--- src/rtl/ps2_move_decoder_if.sv ---
// Move-command handshake between the PS/2 decoder (master) and the game core (slave).
interface ps2_move_decoder_if;
  logic [2:0] move;
  logic       move_valid;
  logic       move_ready;

  modport master (output move, output move_valid, input  move_ready);
  modport slave  (input  move, input  move_valid, output move_ready);
endinterface

--- src/rtl/ps2_move_decoder.sv ---
// Assembles PS/2 set-2 bytes into make/break events and queues direction-key
// presses as move commands in a 2-entry FIFO.
module ps2_move_decoder #(
  parameter int PREFIX_TIMEOUT = 1000000,
  parameter bit ENABLE_WASD    = 1'b1,
  parameter bit REPEAT_MOVES   = 1'b0
) (
  input  logic                       clock,
  input  logic                       resetn,
  input  logic [7:0]                 key_data,
  input  logic                       key_en,
  output logic [7:0]                 keycode,
  output logic                       key_make,
  output logic                       key_ext,
  output logic                       code_valid,
  ps2_move_decoder_if.master         mv,
  output logic [3:0]                 held,
  output logic                       overflow
);

  typedef enum logic [1:0] {IDLE, EXT, BRK, EXT_BRK} state_t;

  localparam logic [19:0] TMO_LAST = 20'(PREFIX_TIMEOUT - 1);

  state_t      state_q, state_d;
  logic [19:0] tmo_q, tmo_d;
  logic [7:0]  keycode_q, keycode_d;
  logic        make_q, make_d, ext_q, ext_d, cv_q, cv_d;
  logic [3:0]  held_q, held_d;
  logic        ovf_q, ovf_d;
  logic [2:0]  fifo0_q, fifo0_d, fifo1_q, fifo1_d;
  logic [1:0]  fcnt_q, fcnt_d;

  logic        ev_valid, ev_make, ev_ext;
  logic [2:0]  dir;
  logic [1:0]  dir_idx;
  logic        push_req, push, pop;

  // 0 = not a direction key; otherwise 1 up, 2 down, 3 left, 4 right
  function automatic logic [2:0] dir_of(input logic [7:0] code, input logic ext);
    dir_of = 3'd0;
    if (ext) begin
      case (code)
        8'h75:   dir_of = 3'd1;
        8'h72:   dir_of = 3'd2;
        8'h6B:   dir_of = 3'd3;
        8'h74:   dir_of = 3'd4;
        default: dir_of = 3'd0;
      endcase
    end else if (ENABLE_WASD) begin
      case (code)
        8'h1D:   dir_of = 3'd1;
        8'h1B:   dir_of = 3'd2;
        8'h1C:   dir_of = 3'd3;
        8'h23:   dir_of = 3'd4;
        default: dir_of = 3'd0;
      endcase
    end
  endfunction

  always_comb begin
    state_d  = state_q;
    tmo_d    = 20'd0;
    ev_valid = 1'b0;
    ev_make  = 1'b1;
    ev_ext   = 1'b0;
    case (state_q)
      IDLE: if (key_en) begin
        if (key_data == 8'hE0)      state_d = EXT;
        else if (key_data == 8'hF0) state_d = BRK;
        else                        ev_valid = 1'b1;
      end
      EXT: if (key_en) begin
        if (key_data == 8'hF0)      state_d = EXT_BRK;
        else if (key_data == 8'hE0) state_d = EXT;
        else begin
          ev_valid = 1'b1;
          ev_ext   = 1'b1;
          state_d  = IDLE;
        end
      end
      BRK: if (key_en && key_data != 8'hF0 && key_data != 8'hE0) begin
        ev_valid = 1'b1;
        ev_make  = 1'b0;
        state_d  = IDLE;
      end
      EXT_BRK: if (key_en && key_data != 8'hF0 && key_data != 8'hE0) begin
        ev_valid = 1'b1;
        ev_make  = 1'b0;
        ev_ext   = 1'b1;
        state_d  = IDLE;
      end
      default: state_d = IDLE;
    endcase
    // A stale prefix (lost byte) must not poison the next key
    if (state_q != IDLE && !key_en) begin
      if (tmo_q == TMO_LAST) state_d = IDLE;
      else                   tmo_d   = tmo_q + 20'd1;
    end
  end

  always_comb begin
    dir      = dir_of(key_data, ev_ext);
    dir_idx  = dir[1:0] - 2'd1;
    held_d   = held_q;
    push_req = 1'b0;
    if (ev_valid && dir != 3'd0) begin
      if (ev_make) begin
        if (!held_q[dir_idx] || REPEAT_MOVES) push_req = 1'b1;
        held_d[dir_idx] = 1'b1;
      end else begin
        held_d[dir_idx] = 1'b0;
      end
    end

    keycode_d = ev_valid ? key_data : keycode_q;
    make_d    = ev_valid ? ev_make  : make_q;
    ext_d     = ev_valid ? ev_ext   : ext_q;
    cv_d      = ev_valid;

    pop     = (fcnt_q != 2'd0) && mv.move_ready;
    push    = push_req && ((fcnt_q != 2'd2) || pop);
    ovf_d   = ovf_q | (push_req & ~push);
    fifo0_d = fifo0_q;
    fifo1_d = fifo1_q;
    fcnt_d  = fcnt_q;
    case ({push, pop})
      2'b01: begin
        fifo0_d = fifo1_q;
        fcnt_d  = fcnt_q - 2'd1;
      end
      2'b10: begin
        if (fcnt_q == 2'd0) fifo0_d = dir;
        else                fifo1_d = dir;
        fcnt_d = fcnt_q + 2'd1;
      end
      2'b11: begin
        if (fcnt_q == 2'd1) fifo0_d = dir;
        else begin
          fifo0_d = fifo1_q;
          fifo1_d = dir;
        end
      end
      default: ;
    endcase
  end

  always_ff @(posedge clock) begin
    if (!resetn) begin
      state_q   <= IDLE;
      tmo_q     <= 20'd0;
      keycode_q <= 8'd0;
      make_q    <= 1'b0;
      ext_q     <= 1'b0;
      cv_q      <= 1'b0;
      held_q    <= 4'd0;
      ovf_q     <= 1'b0;
      fifo0_q   <= 3'd0;
      fifo1_q   <= 3'd0;
      fcnt_q    <= 2'd0;
    end else begin
      state_q   <= state_d;
      tmo_q     <= tmo_d;
      keycode_q <= keycode_d;
      make_q    <= make_d;
      ext_q     <= ext_d;
      cv_q      <= cv_d;
      held_q    <= held_d;
      ovf_q     <= ovf_d;
      fifo0_q   <= fifo0_d;
      fifo1_q   <= fifo1_d;
      fcnt_q    <= fcnt_d;
    end
  end

  assign keycode       = keycode_q;
  assign key_make      = make_q;
  assign key_ext       = ext_q;
  assign code_valid    = cv_q;
  assign held          = held_q;
  assign overflow      = ovf_q;
  assign mv.move_valid = (fcnt_q != 2'd0);
  assign mv.move       = (fcnt_q != 2'd0) ? fifo0_q : 3'd0;

endmodule

--- src/flat_wrapper.sv ---
// flat-port wrapper written by rule: the top's interface ports become plain ports
module ps2_move_decoder_flat 
#(
  parameter int PREFIX_TIMEOUT = 1000000,
  parameter bit ENABLE_WASD    = 1'b1,
  parameter bit REPEAT_MOVES   = 1'b0
)
  (clock, resetn, key_data, key_en, keycode, key_make, key_ext, code_valid, held, overflow, mv_move, mv_move_valid, mv_move_ready);
  ps2_move_decoder_if mv_i ();
  input  logic clock;
  input  logic resetn;
  input  logic [7:0] key_data;
  input  logic key_en;
  output logic [7:0] keycode;
  output logic key_make;
  output logic key_ext;
  output logic code_valid;
  output logic [3:0] held;
  output logic overflow;
  output wire logic [$bits(mv_i.move)-1:0] mv_move;
  output wire logic [$bits(mv_i.move_valid)-1:0] mv_move_valid;
  input wire logic [$bits(mv_i.move_ready)-1:0] mv_move_ready;
  assign mv_move = mv_i.move;
  assign mv_move_valid = mv_i.move_valid;
  assign mv_i.move_ready = mv_move_ready;
  ps2_move_decoder #(.PREFIX_TIMEOUT(PREFIX_TIMEOUT), .ENABLE_WASD(ENABLE_WASD), .REPEAT_MOVES(REPEAT_MOVES)) u_core (.clock(clock), .resetn(resetn), .key_data(key_data), .key_en(key_en), .keycode(keycode), .key_make(key_make), .key_ext(key_ext), .code_valid(code_valid), .mv(mv_i), .held(held), .overflow(overflow));
endmodule
--- config.mk ---
export PLATFORM = sky130hd
export DESIGN_NAME = ps2_move_decoder_flat
export DESIGN_NICKNAME = d
export VERILOG_FILES = /design/src/rtl/ps2_move_decoder_if.sv /design/src/rtl/ps2_move_decoder.sv /design/src/flat_wrapper.sv
export SDC_FILE = /design/constraint.sdc
export NUM_CORES = 1
export LEC_CHECK = 0
export ABC_CLOCK_PERIOD_IN_PS = 6700
export CORE_MARGIN = 2
export CORE_UTILIZATION = 35
export DETAILED_ROUTE_END_ITERATION = 8
export SETUP_SLACK_MARGIN = 0.3
export SLEW_MARGIN = 20
export SYNTH_ARGS = -nofsm -noshare
export SYNTH_HDL_FRONTEND = slang
export SYNTH_SLANG_ARGS = --single-unit
export TNS_END_PERCENT = 20
--- constraint.sdc ---
create_clock -name clock -period 6.7 [get_ports clock]
set_input_delay 1.34 -clock clock [delete_from_list [all_inputs] [get_ports clock]]
set_output_delay 1.34 -clock clock [all_outputs]
set_load 0.02 [all_outputs]
==> metrics list <==
* Vias per std cell: 5.13
* Result of the run: finished clean
- The clock drives 46 sinks.
- Hold Path Stages: 1
* Type of the worst setup path: in -> reg
- Final instance area: 0.00290 mm2
* Area of the mapped netlist: 0.00240 mm2
- IR drop worst, VDD: about 0.11 mV
- Setup total negative slack on the finished layout was measured at 0 ns.
* Fraction of registers with async set or reset after synthesis: 0
- Number of synthesized register bits: 46
* Number of search-and-repair iterations in the first detailed-routing pass: 4
- Final Critical Period: 4.76 ns
- In this run the critical register-to-register path is launched from u_core.state_q[0].
* Share of the clock period used by the worst path: 0.711
* Max Buffers Root-to-Sink: 2
- Total nets after synthesis: between 200 and 300
- Number of standard cells after synthesis: between 200 and 300
* Yosys warning total: 0
* Relative area change from synthesis to final layout: 20.5%
- Global routing finished with a remaining overflow of 0.
- Along the worst path, the maximum fanout reaches 7.
- Clock latency reported for the late side of the worst-skew pair: 0.30 ns
* Clock Skew: 0.00580 ns
- 1st-iter DRT viols: around 100
- Layout Utilization: 0.431
- Detail Placement HPWL: about 3700 um
- Hold bufs inserted after CTS: 0
- Data on the critical path is required at its endpoint by 6.92 ns.
- Total Power Consumption: 592 uW
* Die Ht: 86.8 um
* Net total in the final layout: 324
* Filler instances: 639
- Share of cells above drive strength 1: 0.0528
- Routed WL per cell: 13.1 um
- Number of remaining DRC errors: 0
* Count of final hold-check violations: 0
- After the flow finishes, the layout carries non-filler instances totaling 383.
* Number of top-level pins: 32
- Static timing analysis puts the maximum clock frequency at 210 MHz.
* Worst slew margin relative to its limit: 0.480
- The tree is rooted in a sky130_fd_sc_hd__clkbuf_8.
- EDFF count, synth: 0
- Total Routed Length: between 5000 and 6000 um
- CTS built an H-tree with a depth of 2.
* Final setup violation count: 0
* Via count: 1,963
* # Max-Cap Violations: 0
- Final Max Tran Viols: 0
- The die is 86.8 um wide.
- Worst-case hold path end point: u_core.tmo_q[0]
- After clock tree synthesis, the repair step resized 0 gates.
* Dpl cell area: between 0.002 and 0.003 mm2
- # rows: 30
- Launch instance of the worst min-delay path: u_core.tmo_q[0]
- In the final layout, the multi-input gates occupy 0.00139 mm2.
* Area taken by flip-flops and latches: 921 um2
* Synth cell types: 52
- Core Footprint: 0.00672 mm2
* Clock-pin slew reported for the worst setup and hold paths after clock tree synthesis: 0.09 ns
- The count of buffers added on input and output ports is 31.
- Leakage power of the design: 1.06 nW
* Clock tree from TritonCTS: yes
- Class of the worst hold path: reg -> reg
- The first global-routing pass estimated 8640 um of wire.
* Pin slew with the least headroom to its limit: 0.778 ns
* Mean cell area of the mapped netlist: roughly 9 um2
- The number of placed instances, taps included, is roughly 380.
- After clock tree synthesis, the setup repair step added 0 buffers.
- Main synth FF type: sky130_fd_sc_hd__dfxtp_1
- The worst setup path is launched from an input pin.
- Pin count of the biggest net entering global routing: 21
* GRT Util Overall: 0.144
* Worst reg2reg setup slack: about 3.5 ns
- Data arrives at the worst endpoint at 4.98 ns.
- Endpoint kind of the worst setup timing path: register
* Setup slack of the critical path after layout: 1.94 ns
- For this configuration, the core starts out at a cell density of 0.358.
- GPL Wtd Cong: 0.817
- Number of CTS-inserted buffers: 5
* Post-DRT Antenna Nets: 0
- Vias in the first global route: 1,821
* Area of the die: around 0.0075 mm2
- The repair_antennas step left the layout with diodes totalling 0.
* Sequential-to-total area share from yosys stat: 0.383
- Power spread over the standard cell area amounts to 205 mW/mm2.
- On the final layout, the worst hold slack is 0.464 ns.
- Before CTS, the worst setup slack after placement is 1.64 ns.
- The number of cells on the worst reg-to-reg path is 13.
- The number of antenna violations at the first check in global routing is 0.
- R2r endpoint: u_core.fifo1_q[1]
* RSZ-0062 raised after global routing: no
report_power, final:
| group | total, mW | switching [mW] | leakage (nW) | internal [mW] |
|---|---|---|---|---|
| combinational | 0.0951 | 0.0537 | 0.639 | 0.0414 |
| sequential | 0.291 | 0.00698 | 0.373 | 0.284 |
| clock | 0.206 | 0.0945 | 0.0514 | 0.111 |
| total | 0.592 | 0.155 | 1.06 | 0.437 |
cell usage after synthesis (2+ instances only):
cell type                   count  area share
sky130_fd_sc_hd__dfxtp_1       46        0.38
sky130_fd_sc_hd__nor2_1        37       0.058
sky130_fd_sc_hd__a21oi_1       17       0.035
sky130_fd_sc_hd__nand2_1       17       0.027
sky130_fd_sc_hd__inv_1         13       0.020
sky130_fd_sc_hd__xor2_1        12       0.044
sky130_fd_sc_hd__nand3_1       11       0.023
sky130_fd_sc_hd__ha_1          10       0.052
sky130_fd_sc_hd__nor2b_1       10       0.026
sky130_fd_sc_hd__clkbuf_1       8       0.013
sky130_fd_sc_hd__o21ai_0        8       0.017
sky130_fd_sc_hd__and3_1         7       0.018
sky130_fd_sc_hd__xnor2_1        7       0.026
sky130_fd_sc_hd__mux2i_1        6       0.025
sky130_fd_sc_hd__nand4_1        4       0.010
sky130_fd_sc_hd__o211ai_1       4       0.013
sky130_fd_sc_hd__a31oi_1        3      0.0078
sky130_fd_sc_hd__nor3_1         3      0.0062
sky130_fd_sc_hd__a22oi_1        2      0.0062
sky130_fd_sc_hd__a311oi_1       2      0.0073
sky130_fd_sc_hd__a41o_1         2      0.0083
sky130_fd_sc_hd__a41oi_1        2      0.0073
sky130_fd_sc_hd__and4_1         2      0.0073
sky130_fd_sc_hd__and4bb_2       2       0.010
sky130_fd_sc_hd__nand2b_1       2      0.0052
sky130_fd_sc_hd__nand3b_1       2      0.0062
sky130_fd_sc_hd__nand4bb_1      2      0.0094
sky130_fd_sc_hd__nor4_1         2      0.0052
sky130_fd_sc_hd__nor4bb_1       2      0.0083
sky130_fd_sc_hd__o211a_1        2      0.0083
sky130_fd_sc_hd__o21bai_1       2      0.0062
sky130_fd_sc_hd__o311a_1        2      0.0083
sky130_fd_sc_hd__or3_1          2      0.0052
cell type report:
type	count	area share
Timing Repair Buffer	32	0.110
Tap cell	80	0.0346
Multi-Input combinational cell	203	0.481
Clock inverter	2	0.0130
Clock buffer	6	0.0251
Inverter	14	0.0182
Sequential cell	46	0.318
flip-flops by register name, summed over array words and instances, names as in the netlist, named ones only:
register / cells
u_core.overflow: 1
u_core.fcnt_q: 2
u_core.code_valid: 1
u_core.key_ext: 1
u_core.state_q: 2
u_core.fifo1_q: 3
u_core.tmo_q: 20
u_core.fifo0_q: 3
u_core.key_make: 1
u_core.keycode: 8
worst max-delay path by stage:
stage | startpoint | endpoint | slack, ns
4_1_cts | key_data[7] | u_core.fifo1_q[1] | 1.97
3_5_place_dp | key_data[7] | u_core.fifo1_q[1] | 1.64
3_3_place_gp | key_data[7] | u_core.fifo1_q[1] | 1.79
2_1_floorplan | key_data[1] | u_core.fifo1_q[1] | 2.50
6_report | key_data[1] | u_core.fifo1_q[1] | 1.94
5_1_grt | key_data[1] | u_core.fifo1_q[1] | 1.55
kinds of logic after synthesis:
family,synth area share
AOI/OAI and AO/OA,0.172
xor gates and xnor gates,0.0693
adders and majority gates,0.0521
buffers and inverters,0.0365
DFF,0.383
muxes,0.0406
and+or+nand+nor,0.246
cells in the final DEF (no fill, tap or decap), types with 3 or more instances in the layout:
master / count
sky130_fd_sc_hd__o21ai_0: 8
sky130_fd_sc_hd__nand2_1: 17
sky130_fd_sc_hd__nand3_1: 11
sky130_fd_sc_hd__inv_1: 13
sky130_fd_sc_hd__and3_1: 7
sky130_fd_sc_hd__nor2b_1: 10
sky130_fd_sc_hd__nand4_1: 4
sky130_fd_sc_hd__dfxtp_1: 46
sky130_fd_sc_hd__mux2i_1: 6
sky130_fd_sc_hd__clkdlybuf4s50_1: 31
sky130_fd_sc_hd__o211ai_1: 4
sky130_fd_sc_hd__a31oi_1: 3
sky130_fd_sc_hd__xor2_1: 12
sky130_fd_sc_hd__nor3_1: 3
sky130_fd_sc_hd__a21oi_1: 17
sky130_fd_sc_hd__nor2_1: 37
sky130_fd_sc_hd__ha_1: 10
sky130_fd_sc_hd__clkbuf_8: 5
sky130_fd_sc_hd__xnor2_1: 7
routing by layer:
| metal | track usage | vias to the layer above | wire length (um) | part of all wire |
|---|---|---|---|---|
| li1 | - | 1026 | - | - |
| met3 | 0.0305 | 5 | 155 | 0.031 |
| met1 | 0.199 | 901 | 2600 | 0.52 |
| met2 | 0.222 | 31 | 2190 | 0.44 |
| met4 | 0.0469 | 0 | 57 | 0.011 |
| met5 | 0 | - | 0 | 0 |
critical path, cell delays in order:
cell and delay, ns:
sky130_fd_sc_hd__clkdlybuf4s50_1 0.50, sky130_fd_sc_hd__or3b_1 0.44, sky130_fd_sc_hd__o211a_4 0.28, sky130_fd_sc_hd__nor4_1 0.27, sky130_fd_sc_hd__a41oi_1 0.18, sky130_fd_sc_hd__ha_1 0.48, sky130_fd_sc_hd__nor2b_1 0.08, sky130_fd_sc_hd__a21oi_1 0.12
sky130_fd_sc_hd__mux2_4 0.21, sky130_fd_sc_hd__nand2_1 0.06, sky130_fd_sc_hd__a21oi_1 0.14, sky130_fd_sc_hd__ha_1 0.31, sky130_fd_sc_hd__a31oi_4 0.08, sky130_fd_sc_hd__or3_1 0.37, sky130_fd_sc_hd__a21oi_1 0.12
Power figures use the tool's default switching activity.
